`config.mk`:
```
export PLATFORM = sky130hd
export DESIGN_NAME = move_queue_flat
export DESIGN_NICKNAME = d
export VERILOG_FILES = /design/src/rtl/move_queue_if.sv /design/src/rtl/move_queue.sv /design/src/flat_wrapper.sv
export SDC_FILE = /design/constraint.sdc
export NUM_CORES = 1
export LEC_CHECK = 0
export ABC_AREA = 1
export CORE_AREA = 2 2 83 85
export CTS_BUF_LIST = sky130_fd_sc_hd__clkbuf_2 sky130_fd_sc_hd__clkbuf_4 sky130_fd_sc_hd__clkbuf_8
export DETAILED_ROUTE_END_ITERATION = 10
export DIE_AREA = 0 0 85 87
export PLACE_DENSITY_LB_ADDON = 0.25
export SETUP_SLACK_MARGIN = 0.4
export SKIP_LAST_GASP = 1
export SLEW_MARGIN = 30
export SYNTH_ARGS = -nofsm -noshare
export SYNTH_HDL_FRONTEND = slang
export SYNTH_SLANG_ARGS = --single-unit
```
`constraint.sdc`:
```
create_clock -name clk -period 4.2 [get_ports clk]
set_input_delay 0.84 -clock clk [delete_from_list [all_inputs] [get_ports clk]]
set_output_delay 0.84 -clock clk [all_outputs]
set_load 0.01 [all_outputs]
```
`src/rtl/move_queue_if.sv`:
```
// Handshake bundle between the user-input front end (move_queue) and its surroundings.
// The slave modport is the move_queue side; the master modport drives the raw inputs and the ready signal.
interface move_queue_if #(
    parameter int DEPTH = 4
);
    localparam int CNT_W = $clog2(DEPTH + 1);

    logic [3:0]       sw;
    logic             key_n;
    logic             err_clr;
    logic             move_ready;
    logic             move_valid;
    logic [3:0]       move_code;
    logic [CNT_W-1:0] count;
    logic             full;
    logic             err_overflow;
    logic             err_invalid;

    modport master (
        output sw, key_n, err_clr, move_ready,
        input  move_valid, move_code, count, full, err_overflow, err_invalid
    );

    modport slave (
        input  sw, key_n, err_clr, move_ready,
        output move_valid, move_code, count, full, err_overflow, err_invalid
    );
endinterface

```
`src/rtl/move_queue.sv`:
```
// Turns a bouncy move button plus move-select switches into one queued, legality-checked
// move command per press, delivered to the cube logic over a valid/ready handshake.
module move_queue #(
    parameter int DEBOUNCE_CYCLES = 500000,
    parameter int DEPTH           = 4
) (
    input  logic         clk,
    input  logic         reset,
    move_queue_if.slave  bus
);
    localparam int CNT_W = $clog2(DEPTH + 1);
    localparam int PTR_W = $clog2(DEPTH);
    localparam int DB_W  = $clog2(DEBOUNCE_CYCLES);
    localparam logic [DB_W-1:0]  DB_LAST  = DB_W'(DEBOUNCE_CYCLES - 1);
    localparam logic [CNT_W-1:0] CNT_FULL = CNT_W'(DEPTH);

    logic             r_key_s1, r_key_s2;
    logic [3:0]       r_sw_s1, r_sw_s2;
    logic             r_stable;
    logic [DB_W-1:0]  r_db_cnt;
    logic [3:0]       r_mem [DEPTH];
    logic [PTR_W-1:0] r_wr_ptr, r_rd_ptr;
    logic [CNT_W-1:0] r_count;
    logic             r_err_ovf, r_err_inv;

    logic w_differ, w_accept, w_press, w_legal, w_valid, w_pop, w_room;
    logic w_push, w_set_ovf, w_set_inv;

    always_ff @(posedge clk or posedge reset) begin
        if (reset) begin
            r_key_s1 <= 1'b1;
            r_key_s2 <= 1'b1;
            r_sw_s1  <= 4'd0;
            r_sw_s2  <= 4'd0;
        end else begin
            r_key_s1 <= bus.key_n;
            r_key_s2 <= r_key_s1;
            r_sw_s1  <= bus.sw;
            r_sw_s2  <= r_sw_s1;
        end
    end

    // Any edge where the synchronised key agrees with the stable level restarts the count.
    assign w_differ = (r_key_s2 != r_stable);
    assign w_accept = w_differ && (r_db_cnt == DB_LAST);
    assign w_press  = w_accept && r_stable;

    always_ff @(posedge clk or posedge reset) begin
        if (reset) begin
            r_stable <= 1'b1;
            r_db_cnt <= '0;
        end else if (w_accept) begin
            r_stable <= r_key_s2;
            r_db_cnt <= '0;
        end else if (w_differ) begin
            r_db_cnt <= r_db_cnt + DB_W'(1);
        end else begin
            r_db_cnt <= '0;
        end
    end

    assign w_legal   = (r_sw_s2 < 4'd12);
    assign w_valid   = (r_count != '0);
    assign w_pop     = w_valid && bus.move_ready;
    assign w_room    = (r_count != CNT_FULL) || w_pop;
    assign w_push    = w_press && w_legal && w_room;
    assign w_set_ovf = w_press && w_legal && !w_room;
    assign w_set_inv = w_press && !w_legal;

    always_ff @(posedge clk) begin
        if (w_push) r_mem[r_wr_ptr] <= r_sw_s2;
    end

    always_ff @(posedge clk or posedge reset) begin
        if (reset) begin
            r_wr_ptr <= '0;
            r_rd_ptr <= '0;
            r_count  <= '0;
        end else begin
            if (w_push) r_wr_ptr <= r_wr_ptr + PTR_W'(1);
            if (w_pop)  r_rd_ptr <= r_rd_ptr + PTR_W'(1);
            case ({w_push, w_pop})
                2'b10:   r_count <= r_count + CNT_W'(1);
                2'b01:   r_count <= r_count - CNT_W'(1);
                default: r_count <= r_count;
            endcase
        end
    end

    // A new error on the same edge as err_clr must survive the clear.
    always_ff @(posedge clk or posedge reset) begin
        if (reset) begin
            r_err_ovf <= 1'b0;
            r_err_inv <= 1'b0;
        end else begin
            if (w_set_ovf)        r_err_ovf <= 1'b1;
            else if (bus.err_clr) r_err_ovf <= 1'b0;
            if (w_set_inv)        r_err_inv <= 1'b1;
            else if (bus.err_clr) r_err_inv <= 1'b0;
        end
    end

    // Head code is masked while empty so the unreset storage never leaks out after reset.
    assign bus.move_valid   = w_valid;
    assign bus.move_code    = w_valid ? r_mem[r_rd_ptr] : 4'd0;
    assign bus.count        = r_count;
    assign bus.full         = (r_count == CNT_FULL);
    assign bus.err_overflow = r_err_ovf;
    assign bus.err_invalid  = r_err_inv;
endmodule

```
`src/flat_wrapper.sv`:
```
// flat-port wrapper written by rule: the top's interface ports become plain ports
module move_queue_flat 
#(
    parameter int DEBOUNCE_CYCLES = 500000,
    parameter int DEPTH           = 4
)
  (clk, reset, bus_sw, bus_key_n, bus_err_clr, bus_move_ready, bus_move_valid, bus_move_code, bus_count, bus_full, bus_err_overflow, bus_err_invalid);
  move_queue_if #(.DEPTH(DEPTH)) bus_i ();
  input  logic clk;
  input  logic reset;
  input wire logic [$bits(bus_i.sw)-1:0] bus_sw;
  input wire logic [$bits(bus_i.key_n)-1:0] bus_key_n;
  input wire logic [$bits(bus_i.err_clr)-1:0] bus_err_clr;
  input wire logic [$bits(bus_i.move_ready)-1:0] bus_move_ready;
  output wire logic [$bits(bus_i.move_valid)-1:0] bus_move_valid;
  output wire logic [$bits(bus_i.move_code)-1:0] bus_move_code;
  output wire logic [$bits(bus_i.count)-1:0] bus_count;
  output wire logic [$bits(bus_i.full)-1:0] bus_full;
  output wire logic [$bits(bus_i.err_overflow)-1:0] bus_err_overflow;
  output wire logic [$bits(bus_i.err_invalid)-1:0] bus_err_invalid;
  assign bus_i.sw = bus_sw;
  assign bus_i.key_n = bus_key_n;
  assign bus_i.err_clr = bus_err_clr;
  assign bus_i.move_ready = bus_move_ready;
  assign bus_move_valid = bus_i.move_valid;
  assign bus_move_code = bus_i.move_code;
  assign bus_count = bus_i.count;
  assign bus_full = bus_i.full;
  assign bus_err_overflow = bus_i.err_overflow;
  assign bus_err_invalid = bus_i.err_invalid;
  move_queue #(.DEBOUNCE_CYCLES(DEBOUNCE_CYCLES), .DEPTH(DEPTH)) u_core (.clk(clk), .reset(reset), .bus(bus_i));
endmodule
```
### Word-level counts from Yosys, hierarchy flattened

Memories as Yosys holds them, arrays and structs flattened.
Cells that the tools add are included.

* bits in registers: 39
* bits in writable memories: 16
* output and inout port bits: 11
* word-level logic and storage cells: 47
* memories kept: 1

Memory list
* u_core.r_mem: depth 4, bits a word 4, rd ports 1, clocked after memory_dff 0, write ports 1, line move_queue.sv:21 `logic [3:0] r_mem [DEPTH];`

* add/subtract/negate cells: 5
* magnitude comparators: 1
* eq/ne operators: 6
* muxes and demuxes: 9
* reduce and logical (&&, ||, !) cells: 14

Operators by type and width (count)
* $mux W19: 2
* $add A19 B1 Y19 const B: 1
* $eq A19 B19 Y1 const B: 1
* $logic_and A1 B1 Y1: 7
* $pmux W3 S2: 1
* $reduce_bool A2 Y1: 3
* $mux W1: 5
* $add A2 B1 Y2 const B: 2
* $lt A4 B4 Y1 const B: 1
* $mux W4: 1
* $add A3 B1 Y3 const B: 1
* $eq A3 B3 Y1 const B: 1
* $ne A3 B3 Y1 const B: 1
* $reduce_bool A3 Y1: 1
* $sub A3 B1 Y3 const B: 1
* $eq A2 B1 Y1 const B: 1
* $eq A2 B2 Y1 const B: 1
* $logic_not A1 Y1: 2
* $logic_or A1 B1 Y1: 1
* $ne A1 B1 Y1: 1

### Logic depth before layout (Yosys ltp)

* word-level depth: 7
* depth in mapped cells: 14

### Least setup slack after synthesis

No wires, ideal clock.

* kind: in2reg
* from: input bus_move_ready
* to: register u_core.r_count[1] (netlist: u_core.bus.count[1])
* arrival time: 1783 ps
* setup slack: 2295 ps
* stages: 7
* path buffers: 0
* path through: inv_1 > nor2_1 > nand2_4 > fa_1 > inv_1 > nand2_1 > o21ai_1

* longest elaborated chain between the ends: 5
* elaborated cells on any way between the ends: 7
* those cells by class: eq/ne (2); mux (1); reduce/logical (4)

RTL lines
* start: declaration: line flat_wrapper.sv:14 `input wire logic [$bits(bus_i.move_ready)-1:0] bus_move_ready;`
* $logic_and A1 B1 Y1 (*): line move_queue.sv:64 `assign w_pop = w_valid && bus.move_ready;`
* $logic_or A1 B1 Y1: line move_queue.sv:65 `assign w_room = (r_count != CNT_FULL) || w_pop;`
* $logic_and A1 B1 Y1: line move_queue.sv:66 `assign w_push = w_press && w_legal && w_room;`
* $eq A2 B1 Y1 or $eq A2 B2 Y1 (tied branches): line move_queue.sv:82 `case ({w_push, w_pop})`
* $pmux W3 S2 or $reduce_bool A2 Y1 (tied branches)
* end signal: assignment: line move_queue.sv:83 `2'b10: r_count <= r_count + CNT_W'(1);`
* end signal: assignment: line move_queue.sv:84 `2'b01: r_count <= r_count - CNT_W'(1);`
* end signal: assignment: line move_queue.sv:85 `default: r_count <= r_count;`
* end: declaration: line move_queue.sv:23 `logic [CNT_W-1:0] r_count;`

Mark *: on every way between the ends. The rest lies on a longest branch, timed or not.
A chain may end at the register's enable or synchronous reset.

### Worst setup path after layout

* from: register u_core.r_rd_ptr[0]
* to: output bus_move_code[1]

* longest elaborated chain between the ends: 2

RTL lines
* start: declaration: line move_queue.sv:22 `logic [PTR_W-1:0] r_wr_ptr, r_rd_ptr;`
* start signal: assignment: line move_queue.sv:81 `if (w_pop) r_rd_ptr <= r_rd_ptr + PTR_W'(1);`
* $mem_v2 Z4 W4
* $mux W4: line move_queue.sv:105 `assign bus.move_code = w_valid ? r_mem[r_rd_ptr] : 4'd0;`
* end: declaration: line flat_wrapper.sv:16 `output wire logic [$bits(bus_i.move_code)-1:0] bus_move_code;`

Every way passes these cells.

==> run_results.csv <==
group,metric,value,unit
worst_setup_path,worstReg2RegStart,"u_core.r_stable",
logic_synthesis,synth_top_area_cell,"dfrtp_1",
logic_synthesis,ys_types,35,
worst_setup_path,crit_path_end_kind,"primary output",
worst_setup_path,rr_endpoint,"u_core.r_mem[3][2]",
global_routing,grt_pass1_vias,1655,
sta,relSlewSlack,65.7,%
hold_path,hold_end,"u_core.r_sw_s2[2]",
global_routing,track_usage,12.8,%
hold_path,min_from,"u_core.r_sw_s1[2]",
logic_synthesis,synthCells,256,
die,rows,30,
drt,drc,0,
logic_synthesis,synth.top_cell.area_share,36.0,%
drt,totalWireLength,4.26,mm
clocking,hold_buffers,0,
logic_synthesis,async_flop_share,70.9,%
global_routing,antenna_found_initial,0,
die,die_h,87,um
drt,drt_first_iter_violations,69,
worst_setup_path,worst_path_max_delay_cell,"clkdlybuf4s50_1",
clocking,cts_root_buf,"clkbuf_8",
logic_synthesis,ys_top_cells_by_area,"dfrtp_1 36%, edfxtp_1 19%, nor2_1 7.2%",
worst_setup_path,path_delay_family,"buffers and inverters",
power,p_per_area,462,nW/um2
sta,fin_skew,0.00769,ns
logic_synthesis,synthFlopType,"dfrtp_1",
drt,vias,1660,
final_layout,seqCellArea,1460,um2
flow_run,drv_cap,0,
clocking,worst_skew_pair.late_latency,0.31,ns
worst_setup_path,reg2regPathDepth,8,
sta,finalSetupViolCount,0,
worst_setup_path,rrSetupSlack,2.16,ns
die,start_util,38.1,%
die,core,6570,um2
sta,finalCriticalPeriod,2.74,ns
place,port_buffers,19,
final_layout,diodes,0,
worst_setup_path,critPathMaxStageDelay,0.56,ns
clocking,clkTransAtPathRegs,0.10,ns
global_routing,grt_pass1_wl,7.51,mm
place,gp_congestion,0.789,
logic_synthesis,syn_area_per_cell,9.78,um2
clocking,cts_resized,0,
clocking,htreeDepth,2,
worst_setup_path,critPathRequiredTime,3.36,ns
drt,vias_per_cell,4.60,
final_layout,syn_to_final_growth,15.7,%
sta,finalHoldViolCount,0,
worst_setup_path,path_cells,"inv_1 > o21ai_0 > a21oi_1 > clkdlybuf4s50_1",
worst_setup_path,crit_path_start_kind,"flip-flop",
final_layout,multiInputGateArea,875,um2
worst_setup_path,arrival,1.90,ns
logic_synthesis,ys_seq_area_share,58.3,%
drt,ant_nets,0,
sta,min_period_over_period,65.2,%
worst_setup_path,critPathBufInv,2,
drt,drt-wirelength-per-cell,11.8,um
logic_synthesis,ys_warn_count,0,
sta,fmax,0.365,GHz
clocking,postCtsSetupBuffers,0,
final_layout,drive_above_1_share,10.3,%
power,p_total,1340,uW
drt,firstDrtPassIters,4,
logic_synthesis,syn-cell-area,2500,um2
worst_setup_path,crit_type,"flip-flop to primary output",
die,die_area,7400,um2
hold_path,hp-class,"flip-flop to flip-flop",
clocking,clockBufferDepth,2,
die,die_x,85,um
outcome,status,"complete, no violations",
die,ios,20,
clocking,cts_sinks,55,
final_layout,nNetsFinal,295,
final_layout,fill_cells,632,
hold_path,whs_path_depth,0,
global_routing,grt_overflow,0,
place,post-dp-hpwl,3.08,mm
logic_synthesis,synthesis.nets,271,
sta,rsz0062_at_grt,"no",
power,leakage,0.00126,uW
logic_synthesis,synth_edf_count,16,
logic_synthesis,ys_seq_elements,55,
worst_setup_path,path_max_fanout,10,
sta,worst_pin_slew,0.515,ns
clocking,cts_tree,"built",
power,peakVddDrop,0.000243,V
global_routing,grt_max_degree,40,
clocking,numCtsBuffers,5,
sta,maxSlewViolCount,0,
sta,setup_tns,0,ns
cell families (layout without fill, tap and decap cells):
kind of cell	count (synthesis)	after routing	share of synthesized area, %
AO/OA/AOI/OAI	28	28	5.84
XOR/XNOR	11	11	3.85
adder cells (fa/ha/maj)	6	6	3.30
buffers and inverters	43	68	6.79
flip-flops	55	55	58.3
AND/OR/NAND/NOR	113	113	21.9
cells in the final DEF (no fill, tap or decap), drive strengths merged:
cell type,Yosys,layout
nand2,35,35
bufinv,0,1
nor3b,1,1
nor2,53,53
xor2,9,9
edfxtp,16,16
clkbuf,1,5
ha,5,5
xnor2,2,2
o32ai,1,1
fa,1,1
inv,40,41
nand4,7,7
buf,2,1
a31oi,1,1
nor4,1,1
clkinvlp,0,1
dfstp,3,3
o21ai,16,16
dfrtp,36,36
clkdlybuf4s50,0,19
nand3b,1,1
a21oi,9,9
and3,1,1
nor3,4,4
nand3,10,10
o22ai,1,1
sequential cells by signal (all words and copies together), names as in the netlist, 2 cells and up:
register          count
u_core.r_sw_s2        4
u_core.r_mem         16
u_core.r_sw_s1        4
u_core.r_db_cnt      19
u_core.r_wr_ptr       2
u_core.r_rd_ptr       2
u_core.bus.count      3
layer usage:
metal | track usage (%) | up-vias | share of wire, %
li1 | - | 868 | -
met1 | 16.7 | 762 | 50
met2 | 20.4 | 25 | 45
met3 | 3.13 | 5 | 3.6
met4 | 5.77 | 0 | 1.8
met5 | 0 | - | 0
synthesized netlist by cell type (2+ instances only):
master and count:
a21oi_1 9, nor2_2 3, inv_2 2, nand4_1 6, nor3_1 2, o21ai_0 15
dfstp_2 3, inv_1 38, dfrtp_1 36, nor2_4 2, nand2_2 2, nor2_1 48
edfxtp_1 16, nand2_1 32, xnor2_1 2, xor2_1 9, nand3_2 4, nand3_1 6
ha_1 5
metrics by stage:
| stage | instances | setup slack (ns) | cell area, um2 | hold slack [ns] | util (%) |
|---|---|---|---|---|---|
| 6_report | 361 | 1.46 | 2900 | 0.355 | 44.1 |
| 5_1_grt | 361 | 1.29 | 2900 | 0.366 | 44.1 |
| 4_1_cts | 361 | 1.49 | 2900 | 0.359 | 44.1 |
| 3_5_place_dp | 353 | 1.77 | 2780 | 0.336 | 42.4 |
| 3_3_place_gp | 353 | 1.78 | 2780 | 0.332 | 42.4 |
| 2_1_floorplan | 256 | 2.30 | 2500 | 0.331 | - |
report_power, final:
part           internal (uW)  switching (uW)  total, uW
clock network            180             178        358
registers                584            50.0        634
logic                    172             175        347
total                    936             402       1340
final cells by class:
cell class                 count  share of cell area (%)
sequential                    55                    50.4
tap                           80                    3.45
clock inverter                 3                    1.60
inverter                      40                    5.18
multi-input combinational    158                    30.2
timing repair buffer          20                    6.82
clock buffer                   5                    2.37
how the worst max path moves through the flow:
stage / start / to / slack, ns / depth (start not counted)
finish: u_core.r_rd_ptr[0] / bus_move_code[1] / 1.46 / 4
global route: u_core.r_rd_ptr[0] / bus_move_code[0] / 1.29 / 4
CTS: u_core.r_rd_ptr[0] / bus_move_code[1] / 1.49 / 4
detailed placement: bus_move_ready / u_core.bus.count[2] / 1.77 / 9
global placement: bus_move_ready / u_core.bus.count[2] / 1.78 / 9
floorplan: bus_move_ready / u_core.bus.count[1] / 2.30 / 7
Note: power is estimated with default switching activity, not from simulation.
